### config.mk
export PLATFORM = sky130hd
export DESIGN_NAME = vector_mem_responder
export DESIGN_NICKNAME = d
export VERILOG_FILES = /design/src/rtl/vector_mem_responder.sv
export SDC_FILE = /design/constraint.sdc
export NUM_CORES = 2
export LEC_CHECK = 0
export CORE_AREA = 2 2 493 495
export DETAILED_ROUTE_END_ITERATION = 10
export DIE_AREA = 0 0 495 497
export PLACE_DENSITY_LB_ADDON = 0.2
export SLEW_MARGIN = 20
export SYNTH_ARGS = -nofsm -noshare
export SYNTH_HDL_FRONTEND = slang
export SYNTH_SLANG_ARGS = --single-unit
### constraint.sdc
create_clock -name clk -period 5.3 [get_ports clk]
set_input_delay 1.06 -clock clk [delete_from_list [all_inputs] [get_ports clk]]
set_output_delay 1.06 -clock clk [all_outputs]
set_load 0.005 [all_outputs]
### src/rtl/vector_mem_responder.sv
// -----------------------------------------------------------------------------
// vector_mem_responder
//
// Purpose:
//   Lane-serial vector memory responder. It accepts one vector load or store
//   while idle, then walks the vector one lane per cycle against an internal
//   lane-wide storage array, and finally holds a response until the processor
//   takes it. Storage contents are never reset.
//
// Parameters:
//   registerSize : lane width in bits
//   vectorSize   : lanes per vector access
//   memDepth     : storage depth in lanes (power of two)
//
// Ports:
//   clk        in   clock, rising edge
//   rst        in   asynchronous active-low reset
//   req_valid  in   request present
//   req_ready  out  request can be accepted (IDLE only)
//   req_write  in   1 = vector store, 0 = vector load
//   req_addr   in   lane-granular base address (16 bits)
//   req_wdata  in   store data, lane 0 in the least significant lane
//   resp_valid out  response available (RESP state)
//   resp_ready in   processor accepts response
//   resp_rdata out  load data (all zeros for stores)
//   resp_err   out  out-of-range access flag
//   busy       out  inverse of req_ready
//
// Build option:
//   VMEM_BOUNDS_CHECK_EN  when defined, lanes whose address reaches memDepth
//                         are suppressed (stores) or read as zero (loads) and
//                         resp_err reports it. When undefined, lane addresses
//                         wrap modulo memDepth and resp_err is tied low.
// -----------------------------------------------------------------------------
module vector_mem_responder #(
    parameter int registerSize = 8,
    parameter int vectorSize   = 4,
    parameter int memDepth     = 256
) (
    input  logic                                 clk,
    input  logic                                 rst,
    input  logic                                 req_valid,
    output logic                                 req_ready,
    input  logic                                 req_write,
    input  logic [15:0]                          req_addr,
    input  logic [vectorSize*registerSize-1:0]   req_wdata,
    output logic                                 resp_valid,
    input  logic                                 resp_ready,
    output logic [vectorSize*registerSize-1:0]   resp_rdata,
    output logic                                 resp_err,
    output logic                                 busy
);

    localparam int VW = vectorSize * registerSize;
    localparam int AW = (memDepth > 1) ? $clog2(memDepth) : 1;
    localparam int LW = (vectorSize > 1) ? $clog2(vectorSize) : 1;

    typedef enum logic [1:0] {
        IDLE   = 2'd0,
        ACCESS = 2'd1,
        RESP   = 2'd2
    } state_t;

    state_t                  state_q, state_d;
    logic [LW-1:0]           lane_q, lane_d;
    logic                    write_q, write_d;
    logic [15:0]             addr_q, addr_d;
    logic [VW-1:0]           wdata_q, wdata_d;
    logic [VW-1:0]           rdata_q, rdata_d;

    logic [registerSize-1:0] mem [memDepth];

    // Full-width lane address (one extra bit) so the range check sees carries.
    logic [16:0]             lane_addr;
    logic [AW-1:0]           idx;
    logic                    lane_ok;
    logic                    mem_we;
    logic [registerSize-1:0] lane_wdata;

    assign lane_addr  = {1'b0, addr_q} + {{(17-LW){1'b0}}, lane_q};
    assign idx        = lane_addr[AW-1:0];
    assign lane_wdata = wdata_q[lane_q*registerSize +: registerSize];

`ifdef VMEM_BOUNDS_CHECK_EN
    logic err_q, err_d;

    assign lane_ok = (lane_addr < 17'(memDepth));
`else
    // Wrap-around addressing: bits above the index are intentionally dropped.
    logic unused_lane_addr_hi;

    assign unused_lane_addr_hi = ^lane_addr[16:AW];
    assign lane_ok             = 1'b1;
`endif

    assign mem_we = (state_q == ACCESS) && write_q && lane_ok;

    always_comb begin
        state_d = state_q;
        lane_d  = lane_q;
        write_d = write_q;
        addr_d  = addr_q;
        wdata_d = wdata_q;
        rdata_d = rdata_q;
`ifdef VMEM_BOUNDS_CHECK_EN
        err_d   = err_q;
`endif
        unique case (state_q)
            IDLE: begin
                if (req_valid) begin
                    write_d = req_write;
                    addr_d  = req_addr;
                    wdata_d = req_wdata;
                    lane_d  = '0;
                    rdata_d = '0;
`ifdef VMEM_BOUNDS_CHECK_EN
                    err_d   = 1'b0;
`endif
                    state_d = ACCESS;
                end
            end
            ACCESS: begin
                if (!write_q) begin
                    rdata_d[lane_q*registerSize +: registerSize] =
                        lane_ok ? mem[idx] : '0;
                end
`ifdef VMEM_BOUNDS_CHECK_EN
                if (!lane_ok) begin
                    err_d = 1'b1;
                end
`endif
                if (lane_q == LW'(vectorSize - 1)) begin
                    lane_d  = '0;
                    state_d = RESP;
                end else begin
                    lane_d = lane_q + 1'b1;
                end
            end
            RESP: begin
                if (resp_ready) begin
                    state_d = IDLE;
                end
            end
            default: begin
                state_d = IDLE;
            end
        endcase
    end

    always_ff @(posedge clk or negedge rst) begin
        if (!rst) begin
            state_q <= IDLE;
            lane_q  <= '0;
            write_q <= 1'b0;
            addr_q  <= '0;
            wdata_q <= '0;
            rdata_q <= '0;
`ifdef VMEM_BOUNDS_CHECK_EN
            err_q   <= 1'b0;
`endif
        end else begin
            state_q <= state_d;
            lane_q  <= lane_d;
            write_q <= write_d;
            addr_q  <= addr_d;
            wdata_q <= wdata_d;
            rdata_q <= rdata_d;
`ifdef VMEM_BOUNDS_CHECK_EN
            err_q   <= err_d;
`endif
        end
    end

    // Storage is deliberately outside the reset domain; lanes written before
    // a reset survive it. Reset forces IDLE, which blocks further writes.
    always_ff @(posedge clk) begin
        if (mem_we) begin
            mem[idx] <= lane_wdata;
        end
    end

    assign req_ready  = (state_q == IDLE);
    assign busy       = ~req_ready;
    assign resp_valid = (state_q == RESP);
    assign resp_rdata = resp_valid ? rdata_q : '0;

`ifdef VMEM_BOUNDS_CHECK_EN
    assign resp_err = resp_valid & err_q;
`else
    assign resp_err = 1'b0;
`endif

endmodule

# Word-level counts from Yosys, hierarchy flattened
# Memories as Yosys holds them, arrays and structs flattened.
# Index checks and enable logic that the tools add are counted.
# W data, S select, Z words.
# op_classes
order_cmp	0
n_div	0
multipliers	0
bitwise	1
shifts	3
n_eq_ne	7
add_sub_neg	3
muxes	14
reduce_logical	7
# op_table
operator	count
$mux W32	3
$pmux W32 S2	1
$neg A5 Y34	1
$shift A8 B34 Y32 const A	1
$shiftx A8 B34 Y32	1
$bwmux W32	1
$shiftx A32 B6 Y8	1
$mux W2	5
$add A8 B2 Y8	1
$pmux W2 S3	1
$reduce_and A3 Y1	2
$eq A2 B2 Y1 const B	2
$ne A2 B1 Y1 const B	2
$ne A2 B2 Y1 const B	2
$pmux W2 S2	1
$reduce_and A2 Y1	2
$add A2 B1 Y2 const B	1
$eq A2 B1 Y1 const B	1
$logic_not A2 Y1	1
$mux W1	2
$reduce_bool A2 Y1	1
$logic_and A1 B1 Y1	1
$not A1 Y1	1
# word_totals
latch_bits	0
in_bits	53
mem_bits_ro	0
word_cells	42
regBits	77
n_memories	1
output_inout_bits	36
mem_bits_rw	2048
# memory_table
name	depth	width	rd	rd_ports_with_merged_regs	wr	line_no	rtl
mem	256	8	1	0	1	71	logic [registerSize-1:0] mem [memDepth];

# Longest topological paths before layout
# An unclocked memory read counts as a cell.
# logic_depth
word_depth	6
ltp_mapped	16
ltp_nobuf	10

# Worst setup path after synthesis
# No wires, ideal clock.
# synth_path
path_type	register to register
startpoint	register lane_q[0]
endpoint	memory mem[112][0], enable pin
n_path_buf	6
t_required_ns	4.930
setup_slack_ns	1.573
setup_ns	0.370
period_less_slack_ns	3.727
stages_incl_launch_ff	14
t_arrival_ns	3.356
path_cell_list	dfrtp_1 ha_1 fa_1 buf_4 xnor2_1 buf_4 buf_2 buf_2 buf_1 nand3_1 nor2_1 nand2_1 clkbuf_1 nor2_1
# synth_between
elab_chain_len	1
# synth_lines
item	line_no	rtl
start, declared	65	logic [LW-1:0] lane_q, lane_d;
start signal, assigned	163	lane_q <= lane_d;
$add A8 B2 Y8	80	assign lane_addr = {1'b0, addr_q} + {{(17-LW){1'b0}}, lane_q};
end, declared	71	
# Every way passes these cells.

# Worst setup path in the final report
# layout_path
startpoint	register lane_q[0]
endpoint	register rdata_q[11]
# layout_between
elab_chain_len	6
word_cells_on_any_way	8
cone_classes	2 x add/sub; 2 x shift; 3 x mux; 1 x memory
# layout_lines
item	line_no	rtl
$add A8 B2 Y8	80	
$mem_v2 Z256 W8	--	
$shiftx A8 B34 Y32	124	rdata_d[lane_q*registerSize +: registerSize] =
$bwmux W32 *	124	
$mux W32 *	123	if (!write_q) begin
$pmux W32 S2 *	108	unique case (state_q)
end signal, assigned	167	rdata_q <= rdata_d;
end, declared	69	logic [VW-1:0] rdata_q, rdata_d;
# Mark *: on every way between the ends. The rest lies on a longest branch, timed or not. The select of a mux whose other input is x is not followed.
# A chain may end at the register's enable or synchronous reset.

==> impl_table.tex <==
\begin{tabular}{lr}
\hline
Metric & Value \\
\hline
\multicolumn{2}{l}{\textbf{Status}} \\
Run status & complete, no violations \\
\multicolumn{2}{l}{\textbf{Clock tree}} \\
TritonCTS clock tree & yes \\
CTS Root Cell & clkbuf\_16 \\
Clock-pin slew on the worst setup and hold paths & 0.06 ns \\
Clock sinks & 2125 \\
CTS-repair resized insts & 0 \\
Buffer count from post-CTS setup fixing & 0 \\
Hold-fix buffer count after cts & 0 \\
Bufs on Longest Clock Path & 3 \\
Clk\_lat worst skew & 0.87 ns \\
Count of H-tree levels built during CTS & 4 \\
Num CTS Buffers & 216 \\
\multicolumn{2}{l}{\textbf{Yosys}} \\
Proportion of register bits with asynchronous set or reset after synthesis & 0.0362 \\
Sequential fraction of the synthesis area & 0.755 \\
Number of synthesis warnings & 0 \\
Count of state elements after synthesis & 2125 \\
Synthesized netlist net count & 4534 \\
Post-Syn Area & 0.0840 mm2 \\
Flip-flop cell with the highest count after synthesis & edfxtp\_1 \\
Synth unique cells & 85 \\
Dominant cell type by area after synthesis & edfxtp\_1 \\
Proportion of netlist area held by the largest area contributor & 0.732 \\
EDFF count, synth & 2048 \\
Leading post-synthesis cells by cell area & edfxtp\_1 73\%, mux4\_2 12\%, nand2\_1 2.4\% \\
Instance count of the mapped netlist & 4474 \\
Most instantiated library cell after synthesis & edfxtp\_1 \\
Per-instance average area after synthesis & 18.8 um2 \\
Synth cell count leaders & 2048 x edfxtp\_1, 548 x nand2\_1, 439 x mux4\_2 \\
\multicolumn{2}{l}{\textbf{Critical path}} \\
CP max-delay cell & fa\_4 \\
Sequence of cells on the critical path & ha\_4 > fa\_4 > buf\_12 > buf\_4 > mux4\_2 > nand2\_1 > and3\_1 > a31oi\_1 > o32ai\_1 > nor3\_1 > nand4\_1 > buf\_4 > o21ai\_0 \\
Top delay family on crit path & simple AND/OR/NAND/NOR gates \\
Cell with the most instances on the worst path & buf\_4 \\
Max FO, Critical Path & 22 \\
Crit path launch type & flip-flop \\
Kind of end point of the critical path & flip-flop \\
WP data arrival & 5.85 ns \\
Maximum single-stage delay on the critical path & 0.92 ns \\
Buf+Inv Stages, Crit Path & 3 \\
Required time of the worst setup path & 6.07 ns \\
Crit path kind & reg2reg \\
\multicolumn{2}{l}{\textbf{GRT}} \\
Global-route track usage on met2 & 0.308 \\
Total Routing Usage GR & 0.196 \\
Largest net degree at the start of global routing & 177 \\
First-pass GRT wire length & 346 mm \\
Number of global-route vias before repair & 45482 \\
Antenna violations before repair & 13 \\
Most congested layer reported by global routing & met2 \\
GRT Residual Overflow & 0 \\
GR Layer Usage met1 & 0.275 \\
Met3 track demand over resource in global routing & 0.0340 \\
\multicolumn{2}{l}{\textbf{Drt}} \\
Post-route DRC violation count & 0 \\
Routed via count divided by cell count & 5.40 \\
Number of nets still failing antenna checks after routing & 0 \\
Router iterations before antenna repair & 7 \\
Routed wire length per instance & 29.1 um \\
Wire length after detailed routing & 244 mm \\
Number of vias in the routed layout & 45208 \\
Iter 0 DRT Violations & 4779 \\
\multicolumn{2}{l}{\textbf{Placement}} \\
Placer Congestion & 0.860 \\
IO Port Bufs & 79 \\
Estimated wirelength of the detail-placed design & 153 mm \\
\multicolumn{2}{l}{\textbf{STA}} \\
Worst relative slew slack & 0.201 \\
RSZ-0062 raised after global routing & false \\
Achievable Freq & 0.197 GHz \\
Hold Worst Slack & 0.343 ns \\
Final TNS setup & 0 ns \\
Final worst path period need & 5.08 ns \\
Max Slew Vio Count & 0 \\
Clock Skew & 0.0345 ns \\
Count of endpoints failing hold in the final timing report & 0 \\
Slew of the pin with the lowest slew margin & 1.20 ns \\
Setup violations, final & 0 \\
Ratio of final minimum period to clock period & 0.958 \\
\multicolumn{2}{l}{\textbf{Layout}} \\
Post-layout nets & 5062 \\
Area added between synthesis and finish & 17.5\% \\
Fraction of layout instances using a drive strength above 1 & 0.252 \\
\multicolumn{2}{l}{\textbf{Floorplanning}} \\
Chip height & 497 um \\
Die X-Extent & 495 um \\
Effective utilization at floorplan & 0.350 \\
Cell row count & 180 \\
Placeable core region & 0.240 mm2 \\
Die area & 0.246 mm2 \\
I/O pin cnt & 89 \\
\multicolumn{2}{l}{\textbf{Hold path}} \\
Class of the worst hold path & in2async \\
\multicolumn{2}{l}{\textbf{Flow run}} \\
Count of maximum capacitance violations & 0 \\
\hline
\end{tabular}
registers in the layout, summed over array words and instances, names as in the netlist:
register and count:
addr_q 8, lane_q 2, mem 2048, rdata_q 32, state_q 2, wdata_q 32, write_q 1
metrics by stage:
step                      std cells  instance area, um2  setup slack (ns)   util
final                          8374               98700             0.224  0.411
after global routing           8371               98700             0.245  0.411
after CTS                      8366               98700             0.240  0.411
after detailed placement       7968               91700             0.266  0.382
after global placement         7968               91700             0.326  0.382
after floorplan                4474               84000              1.57      -
layout make-up:
cell class / instances / area, um2
inverter: 5 / 21.3
antenna: 7 / 17.5
tap: 3185 / 3990
sequential: 2125 / 63400
multi-input combinational: 2068 / 19100
fill: 21645 / 141000
clock inverter: 142 / 1370
timing repair buffer: 586 / 5220
clock buffer: 256 / 5580
cell usage in the layout (no fill, tap or decap), drive strengths merged, types with 6 or more instances in the layout:
cell,count
edfxtp,2048
nand2,548
buf,508
mux4,439
nor2,302
clkbuf,256
mux2i,160
clkinv,113
nand3,106
clkdlybuf4s50,78
dfrtp,77
a21oi,65
a22oi,50
and2,43
o21ai,37
and3,30
a31oi,30
a22o,22
bufinv,19
a32oi,18
nor3,15
nand4,15
nor4,14
nand2b,12
a211oi,10
o32ai,9
a311oi,9
inv,9
o22ai,8
a2111oi,8
diode,7
o211ai,6
clkinvlp,6
nor2b,6
or2,6
or4,6
ha,6
a41oi,6
cell families (layout without fill, tap and decap cells):
kind of cell,Yosys count,after routing,share of synthesized area
muxes,602,602,0.137
adders and majority gates,7,7,0.00113
buffers and inverters,281,989,0.0204
DFF,2125,2125,0.755
xor gates and xnor gates,3,3,0.000536
other,1,8,0.0000446
AOI/OAI and AO/OA,331,331,0.0287
and+or+nand+nor,1124,1124,0.0573
layer usage:
layer	part of all wire	up-vias
met5	0.00019	-
li1	-	18955
met2	0.47	1660
met3	0.067	383
met4	0.036	6
met1	0.43	24204
worst paths after layout:
check / startpoint / endpoint / slack (ns) / cells past startpoint
setup / recovery: lane_q[0] / rdata_q[11] / 0.22 / 13
hold / removal: rst / rdata_q[19] / 0.34 / 1
setup reg to reg: lane_q[0] / rdata_q[11] / 0.22 / 13
hold reg to reg: wdata_q[18] / wdata_q[18] / 0.47 / 2
max in group asynchronous: rst / wdata_q[11] / 4.32 / 1
min in group clk: wdata_q[18] / wdata_q[18] / 0.47 / 2
Power is left out: the tool's default activity adds up to more than one toggle a clock period on the data nets, which glitch-free logic cannot reach.
